**src/rtl/regcopy_arbiter_if.sv**
```systemverilog
// Bus between the upstream loaders (master) and the register-copy arbiter (slave).
// Carries the request/data handshake plus the register bank and clear-timing outputs.
interface regcopy_arbiter_if #(
  parameter int unsigned WIDTH = 4
);
  logic [2:0]       req;
  logic [WIDTH-1:0] A;
  logic [WIDTH-1:0] B;
  logic [WIDTH-1:0] C;
  logic [2:0]       gnt;
  logic [WIDTH-1:0] Q1;
  logic [WIDTH-1:0] Q2;
  logic [WIDTH-1:0] Q3;
  logic             clr;
  logic [7:0]       cnt;

  modport master (
    output req, A, B, C,
    input  gnt, Q1, Q2, Q3, clr, cnt
  );

  modport slave (
    input  req, A, B, C,
    output gnt, Q1, Q2, Q3, clr, cnt
  );
endinterface

```
**src/rtl/regcopy_arbiter.sv**
```systemverilog
// Round-robin arbiter sharing one write port of a 3-entry register bank,
// with a free-running period counter that clears a masked subset of registers.
module regcopy_arbiter #(
  parameter int unsigned WIDTH      = 4,
  parameter int unsigned CLR_PERIOD = 12,
  parameter logic [2:0]  CLR_MASK   = 3'b110
) (
  input logic             clk,
  input logic             rst,
  regcopy_arbiter_if.slave bus
);

  localparam bit         ClrEn   = (CLR_PERIOD != 0);
  localparam logic [7:0] LastCnt = 8'((CLR_PERIOD == 0) ? 0 : CLR_PERIOD - 1);

  logic [2:0]       gnt_q, gnt_d;
  logic [1:0]       ptr_q, ptr_d;
  logic             clr_q, clr_d;
  logic [7:0]       cnt_q, cnt_d;
  logic [WIDTH-1:0] q_q [3];
  logic [WIDTH-1:0] q_d [3];
  logic [WIDTH-1:0] data [3];
  logic [2:0]       elig;
  logic [1:0]       idx0, idx1, idx2;

  function automatic logic [1:0] inc3(input logic [1:0] v);
    return (v == 2'd2) ? 2'd0 : v + 2'd1;
  endfunction

  assign data[0] = bus.A;
  assign data[1] = bus.B;
  assign data[2] = bus.C;

  // A requester granted this cycle sits out the next arbitration.
  assign elig = bus.req & ~gnt_q;
  assign idx0 = ptr_q;
  assign idx1 = inc3(idx0);
  assign idx2 = inc3(idx1);

  always_comb begin
    gnt_d = 3'b000;
    ptr_d = ptr_q;
    if (elig[idx0]) begin
      gnt_d[idx0] = 1'b1;
      ptr_d       = idx1;
    end else if (elig[idx1]) begin
      gnt_d[idx1] = 1'b1;
      ptr_d       = idx2;
    end else if (elig[idx2]) begin
      gnt_d[idx2] = 1'b1;
      ptr_d       = idx0;
    end
  end

  always_comb begin
    cnt_d = 8'd0;
    clr_d = 1'b0;
    if (ClrEn) begin
      cnt_d = (cnt_q == LastCnt) ? 8'd0 : cnt_q + 8'd1;
      clr_d = (cnt_q == LastCnt);
    end
  end

  // A write in the same cycle as a clear takes priority.
  always_comb begin
    for (int i = 0; i < 3; i++) begin
      q_d[i] = q_q[i];
      if (gnt_q[i]) begin
        q_d[i] = data[i];
      end else if (clr_q && CLR_MASK[i]) begin
        q_d[i] = '0;
      end
    end
  end

  always_ff @(posedge clk or posedge rst) begin
    if (rst) begin
      gnt_q <= 3'b000;
      ptr_q <= 2'd0;
      clr_q <= 1'b0;
      cnt_q <= 8'd0;
      for (int i = 0; i < 3; i++) begin
        q_q[i] <= '0;
      end
    end else begin
      gnt_q <= gnt_d;
      ptr_q <= ptr_d;
      clr_q <= clr_d;
      cnt_q <= cnt_d;
      for (int i = 0; i < 3; i++) begin
        q_q[i] <= q_d[i];
      end
    end
  end

  assign bus.gnt = gnt_q;
  assign bus.Q1  = q_q[0];
  assign bus.Q2  = q_q[1];
  assign bus.Q3  = q_q[2];
  assign bus.clr = clr_q;
  assign bus.cnt = cnt_q;

endmodule
```
**src/flat_wrapper.sv**
```systemverilog
// flat-port wrapper written by rule: the top's interface ports become plain ports
module regcopy_arbiter_flat 
#(
  parameter int unsigned WIDTH      = 4,
  parameter int unsigned CLR_PERIOD = 12,
  parameter logic [2:0]  CLR_MASK   = 3'b110
)
  (clk, rst, bus_req, bus_A, bus_B, bus_C, bus_gnt, bus_Q1, bus_Q2, bus_Q3, bus_clr, bus_cnt);
  regcopy_arbiter_if #(.WIDTH(WIDTH)) bus_i ();
  input logic clk;
  input logic rst;
  input wire logic [$bits(bus_i.req)-1:0] bus_req;
  input wire logic [$bits(bus_i.A)-1:0] bus_A;
  input wire logic [$bits(bus_i.B)-1:0] bus_B;
  input wire logic [$bits(bus_i.C)-1:0] bus_C;
  output wire logic [$bits(bus_i.gnt)-1:0] bus_gnt;
  output wire logic [$bits(bus_i.Q1)-1:0] bus_Q1;
  output wire logic [$bits(bus_i.Q2)-1:0] bus_Q2;
  output wire logic [$bits(bus_i.Q3)-1:0] bus_Q3;
  output wire logic [$bits(bus_i.clr)-1:0] bus_clr;
  output wire logic [$bits(bus_i.cnt)-1:0] bus_cnt;
  assign bus_i.req = bus_req;
  assign bus_i.A = bus_A;
  assign bus_i.B = bus_B;
  assign bus_i.C = bus_C;
  assign bus_gnt = bus_i.gnt;
  assign bus_Q1 = bus_i.Q1;
  assign bus_Q2 = bus_i.Q2;
  assign bus_Q3 = bus_i.Q3;
  assign bus_clr = bus_i.clr;
  assign bus_cnt = bus_i.cnt;
  regcopy_arbiter #(.WIDTH(WIDTH), .CLR_PERIOD(CLR_PERIOD), .CLR_MASK(CLR_MASK)) u_core (.clk(clk), .rst(rst), .bus(bus_i));
endmodule
```
**config.mk**
```make
export PLATFORM = sky130hd
export DESIGN_NAME = regcopy_arbiter_flat
export DESIGN_NICKNAME = d
export VERILOG_FILES = /design/src/rtl/regcopy_arbiter_if.sv /design/src/rtl/regcopy_arbiter.sv /design/src/flat_wrapper.sv
export SDC_FILE = /design/constraint.sdc
export NUM_CORES = 1
export LEC_CHECK = 0
export ABC_AREA = 1
export CAP_MARGIN = 25
export CORE_MARGIN = 10
export CORE_UTILIZATION = 48
export CTS_CLUSTER_DIAMETER = 150
export DETAILED_ROUTE_END_ITERATION = 16
export PLACE_DENSITY = 0.93
export RECOVER_POWER = 100
export SETUP_SLACK_MARGIN = 0.2
export SYNTH_ARGS = -nofsm -noshare
export SYNTH_HDL_FRONTEND = slang
export SYNTH_SLANG_ARGS = --single-unit
```
**constraint.sdc**
```tcl
create_clock -name clk -period 3.47 [get_ports clk]
set_clock_uncertainty 0.15 [all_clocks]
set_input_delay 0.347 -clock clk [delete_from_list [all_inputs] [get_ports clk]]
set_output_delay 0.347 -clock clk [all_outputs]
set_load 0.005 [all_outputs]
```
# ---- Word-level counts from Yosys, hierarchy flattened
# Index checks and enable logic that the tools add are counted.
dict set report totals {
  regBits 26
  word_cells 50
}
dict set report classes {
  n_addsub 3
  magnitude_cmp 6
  n_eq_ne 3
  muxes 23
  n_bitwise 2
  reduce_logical 6
}
# cell count
set ops {}
lappend ops {{4-bit 2-to-1 mux} 3}
lappend ops {{2-bit by 3-bit < comparator with 1-bit output, second input constant} 3}
lappend ops {{3-bit 2-to-1 mux} 3}
lappend ops {{8-bit by 1-bit adder with 8-bit output, second input constant} 1}
lappend ops {{8-bit by 4-bit equality test with 1-bit output, second input constant} 1}
lappend ops {{2-bit 2-to-1 mux} 4}
lappend ops {{8-bit 2-to-1 mux} 1}
lappend ops {{1-bit binary-select mux with 2-bit select} 3}
lappend ops {{1-bit demux with 2-bit select} 3}
lappend ops {{2-bit by 1-bit >= comparator with 1-bit output, second input constant} 3}
lappend ops {{1-bit 2-to-1 mux} 6}
lappend ops {{2-bit nonzero test} 3}
lappend ops {{2-bit by 1-bit adder with 2-bit output, second input constant} 2}
lappend ops {{2-bit equality test, second input constant} 2}
lappend ops {{3-bit bitwise AND} 1}
lappend ops {{1-bit logical AND} 3}
lappend ops {{3-bit inverter} 1}

# ---- Longest topological paths before layout
dict set report logic_depth {
  ltp_word 11
  depth_mapped 8
  depth_no_buf 7
}

# ---- Worst setup path after synthesis
# OpenSTA, ideal clock, no wires.
dict set report synth_timing {
  path_kind {flip-flop to flip-flop}
  from {register u_core.cnt_q[0] (netlist: u_core.bus.cnt[0])}
  to {register u_core.cnt_q[6] (netlist: u_core.bus.cnt[6])}
  setup_time_ns 0.079
  arrival_ns 1.010
  required_ns 3.241
  setup_slack_ns 2.230
  path_stages_with_launch 5
  n_path_buf 0
  synth_period_minus_slack_ns 1.240
  cell_sequence {dfrtp_1 ha_1 nand3_1 nor3_1 xor2_1}
}
dict set report synth_via {
  elab_chain_len 2
  elab_cells_between_ends 3
}
# element line
set synth_rtl {}
lappend synth_rtl {{start, declared} regcopy_arbiter.sv:19} ;# logic [7:0] cnt_q, cnt_d;
lappend synth_rtl {{start signal, assigned} regcopy_arbiter.sv:89} ;# cnt_q <= cnt_d;
lappend synth_rtl {{8-bit by 1-bit adder with 8-bit output / 8-bit by 4-bit equality test with 1-bit output (equally long branches)} regcopy_arbiter.sv:59} ;# cnt_d = (cnt_q == LastCnt) ? 8'd0 : cnt_q + 8'd1;
lappend synth_rtl {{8-bit 2-to-1 mux (*)} regcopy_arbiter.sv:59}
lappend synth_rtl {{net u_core.cnt_d[6]} regcopy_arbiter.sv:19}
# Mark *: on every way through the listed nets, which the timed path passes. The rest lies on a longest branch.
# A chain may end at the register's enable or synchronous reset.

# ---- Worst setup path after layout
dict set report layout_timing {
  from {register u_core.gnt_q[0] (netlist: u_core.bus.gnt[0])}
  to {output port bus_gnt[0]}
}
# element line
set layout_rtl {}
lappend layout_rtl {{start, declared} regcopy_arbiter.sv:16} ;# logic [2:0] gnt_q, gnt_d;
lappend layout_rtl {{start signal, assigned} regcopy_arbiter.sv:86} ;# gnt_q <= gnt_d;
lappend layout_rtl {{end, declared} flat_wrapper.sv:16} ;# output wire logic [$bits(bus_i.gnt)-1:0] bus_gnt;
# No word-level cell between the ends.

==> reports/qor.txt <==
=========================================================================================
Largest delay share family, worst path ..................................... buffers and inverters
Congestion Overflow GR .....................................................            0
Count of endpoints failing hold in the final timing report .................            0
Simple-gate share of the synthesized area ..................................        0.306
Share of Yosys cell area claimed by the top area cell type .................        0.534
CTS sink cnt ...............................................................           26
Yosys reg bits .............................................................           26
Filler Cells Inserted ......................................................          200
Port bufs ..................................................................           40
Final worst slack ..........................................................      1.57 ns
Mapped Area ................................................................    1220 um^2
Worst VDD drop .............................................................   0.000458 V
Ratio of routed vias to standard cells .....................................         4.96
Adder-cell area share of the yosys netlist .................................       0.0103
Critical Path Start Type ...................................................     register
Antenna fix cells ..........................................................            0
Final-stage net count ......................................................          207
Setup repair after global routing missed its margin ........................           no
Reported max-cap violation count ...........................................            0
Number of CTS-inserted buffers .............................................            3
Maximum root-to-sink buffer count ..........................................            2
Count of distinct cell types in the synthesized netlist ....................           20
Antenna violations before repair ...........................................            0
Minimum clock period after layout ..........................................      1.90 ns
Initial cell density of the core ...........................................        0.496
Number of setup violations in the final report .............................            0
Hold Path Stages ...........................................................            2
Global-route usage over all layers .........................................        0.114
Via count ..................................................................         1077
Type of the worst setup path ............................................... register to output port
Maximum number of pins on one net before global-route repair ...............           27
Cts hold-fix bufs ..........................................................            0
Placed Area ................................................................    1640 um^2
Vertical die dimension .....................................................      70.4 um
Category of the worst setup path capture point .............................  output port
Slowest stage delay, CP ....................................................      0.62 ns
Reg power frac .............................................................        0.486
Fraction of power consumed by combinational cells ..........................        0.386
I/O pin count ..............................................................           41
Total power after layout ...................................................     0.937 mW
Summed negative setup slack over all endpoints .............................         0 ns
Syn-to-layout area delta ...................................................        36.1%
Number of iterations in the first detailed-routing pass ....................            4
Wire length of the first global-routing pass ...............................      4800 um
Top post-synthesis cells by count .......................................... nand2_1 (50), dfrtp_1 (26), inv_1 (20)
Maximum fanout count along the critical path ...............................            7
Worst-case headroom to the max-slew limit ..................................        0.374
Net switching power figure .................................................     0.351 mW
TritonCTS clock tree .......................................................        built
Footprint of the flip-flops and latches ....................................     651 um^2
Count of placed standard cells in the final layout, fillers left out .......          217
Biggest area consumer among synthesized cells ..............................      dfrtp_1
Worst endpoint required time ...............................................      2.97 ns
Largest family of logic cells by synthesized area .......................... simple AND/OR/NAND/NOR gates
Count of routing violations after the opening detailed-route iteration .....           38
Average routed wire per standard cell ......................................      13.9 um
Maximum clock frequency ....................................................      525 MHz
Core Footprint .............................................................    2450 um^2
Critical path arrival ......................................................      1.41 ns
Final cell utilization of the core .........................................        0.675
Number of synthesis warnings ...............................................            0
Estimated wirelength of the detail-placed design ...........................      2560 um
Number of cells on the critical path .......................................            1
Clk slew on worst S/H paths ................................................      0.13 ns
Part of the cycle the worst path needs .....................................        0.549
Net count after synthesis ..................................................          163
Vias in the first global route .............................................         1077
H-tree depth ...............................................................            1
Number of pins exceeding their max-slew limit in the final report ..........            0
Portion of total power attributed to the clock network .....................        0.127
Fraction of final layout cells sized beyond drive strength 1 ...............       0.0588
Cell Count Post-Placement ..................................................          214
Cell chosen for the clock root .............................................     clkbuf_4
Number of enable-type register cells in the synthesized netlist ............            0
Floorplan die area .........................................................    4950 um^2
Int Pwr ....................................................................     0.587 mW
Pwr Density ................................................................  566 nW/um^2
Length in cells of the worst reg-to-reg path ...............................            7
Outcome .................................................................... complete, no violations
Worst slack at placement ...................................................      1.78 ns
RePlAce Congestion .........................................................        0.893
Standard cell with the maximum stage delay on the critical path ............ dlygate4sd3_1
Top post-synthesis cells by area ........................................... dfrtp_1 (53%), nand2_1 (15%), inv_1 (6.2%), nand3_1 (5.3%), xor2_1 (2.9%)
Width of the die ...........................................................      70.4 um
Insertion delay to the later sink of the worst-skew pair ...................      0.31 ns
Resized cells post-CTS .....................................................            0
Total wire length after detailed routing ...................................      3010 um
Cells traversed along the worst timing path ................................ dlygate4sd3_1
Area taken by multi-input logic gates ......................................     463 um^2
Proportion of register bits with asynchronous set or reset after synthesis .         1.00
Tightest Pin Transition ....................................................     0.938 ns
Switching portion of total power ...........................................        0.374
Final hold slack ...........................................................     0.331 ns
Most repeated cell in the gate-level netlist after synthesis ...............      nand2_1
Average cell area after synthesis ..........................................    8.40 um^2
Number of buffers and inverters on the critical path .......................            1
Mux contribution to synthesized area .......................................            0
Number of buffers inserted by post-CTS setup repair ........................            0
Final std cell area, no fill ...............................................    1660 um^2
Post-Syn Instances .........................................................          145
Area fraction in compound gates after synthesis ............................       0.0360
Row count ..................................................................           18
Leakage power total ........................................................     0.913 nW
# DRC ......................................................................            0
Most frequently used flop master after synthesis ...........................      dfrtp_1
Sequential fraction of the synthesis area ..................................        0.534
Hold/Removal Path Class .................................................... register to register
Remaining number of nets flagged by the antenna check after routing ........            0
Xor and xnor area share after synthesis ....................................       0.0360
=========================================================================================
## worst register-to-register path, cell delays in order (launching register included)
cell     delay [ns]
dfrtp_1        0.58
inv_1          0.07
nor2_1         0.19
nand2_1        0.11
nand2_2        0.07
nor2_1         0.05
nand3_1        0.07
nand2_1        0.05
## cells by family after synthesis
family                     Yosys count
buffers and inverters               23
AOI/OAI and AO/OA                    6
DFF                                 26
and+or+nand+nor                     84
adders and majority gates            1
xor gates and xnor gates             5
## power by group through the flow
stage | Clock, mW | Sequential [mW] | Combinational [mW]
floorplan | 0 | 0.444 | 0.220
global placement | 0 | 0.463 | 0.369
detailed placement | 0 | 0.464 | 0.395
CTS | 0.121 | 0.460 | 0.395
global route | 0.132 | 0.470 | 0.406
finish | 0.119 | 0.456 | 0.362
## registers in the layout (all words and copies together), names as in the netlist
signal,count
u_core.bus.gnt,3
u_core.bus.Q3,4
u_core.bus.clr,1
u_core.idx0,2
u_core.bus.Q2,4
u_core.bus.cnt,8
u_core.bus.Q1,4
## layer usage
metal / track usage / up-vias / share of wire
li1: - / 538 / -
met1: 0.115 / 511 / 0.39
met2: 0.224 / 26 / 0.54
met3: 0.0311 / 2 / 0.063
met4: 0.0219 / 0 / 0.0080
met5: 0 / - / 0
## layout make-up
cell class                      instances  area share
Inverter                               22      0.0498
Timing Repair Buffer                   40       0.242
Sequential cell                        26       0.393
Clock buffer                            3      0.0136
Multi-Input combinational cell         96       0.279
Tap cell                               30      0.0227
## placed cells by master (no fill, tap or decap)
master           count
clkbuf_4             3
clkdlybuf4s50_1     15
dfrtp_1             26
dlygate4sd3_1       25
ha_1                 1
inv_1               20
inv_2                2
nand2_1             50
nand2_2              3
nand3_1             13
nand4_1              1
nor2_1              11
nor2_2               2
nor3_1               3
nor3_4               1
o2111ai_1            1
o211ai_1             3
o21ai_1              1
o31ai_1              1
xnor2_1              1
xor2_1               4
## path summary, 6_finish.rpt
kind	start	end	slack, ns
max in group asynchronous	rst	u_core.bus.Q2[1]$_DFFE_PP0P_	2.07
setup / recovery	u_core.bus.gnt[0]$_DFF_PP0_	bus_gnt[0]	1.57
setup reg to reg	u_core.idx0[0]$_DFFE_PP0P_	u_core.idx0[0]$_DFFE_PP0P_	2.03
hold / removal	u_core.bus.Q1[1]$_DFFE_PP0P_	u_core.bus.Q1[1]$_DFFE_PP0P_	0.33
hold reg to reg	u_core.bus.Q1[1]$_DFFE_PP0P_	u_core.bus.Q1[1]$_DFFE_PP0P_	0.33
min in group asynchronous	rst	u_core.bus.cnt[5]$_DFF_PP0_	0.52
Power figures use the tool's default switching activity.
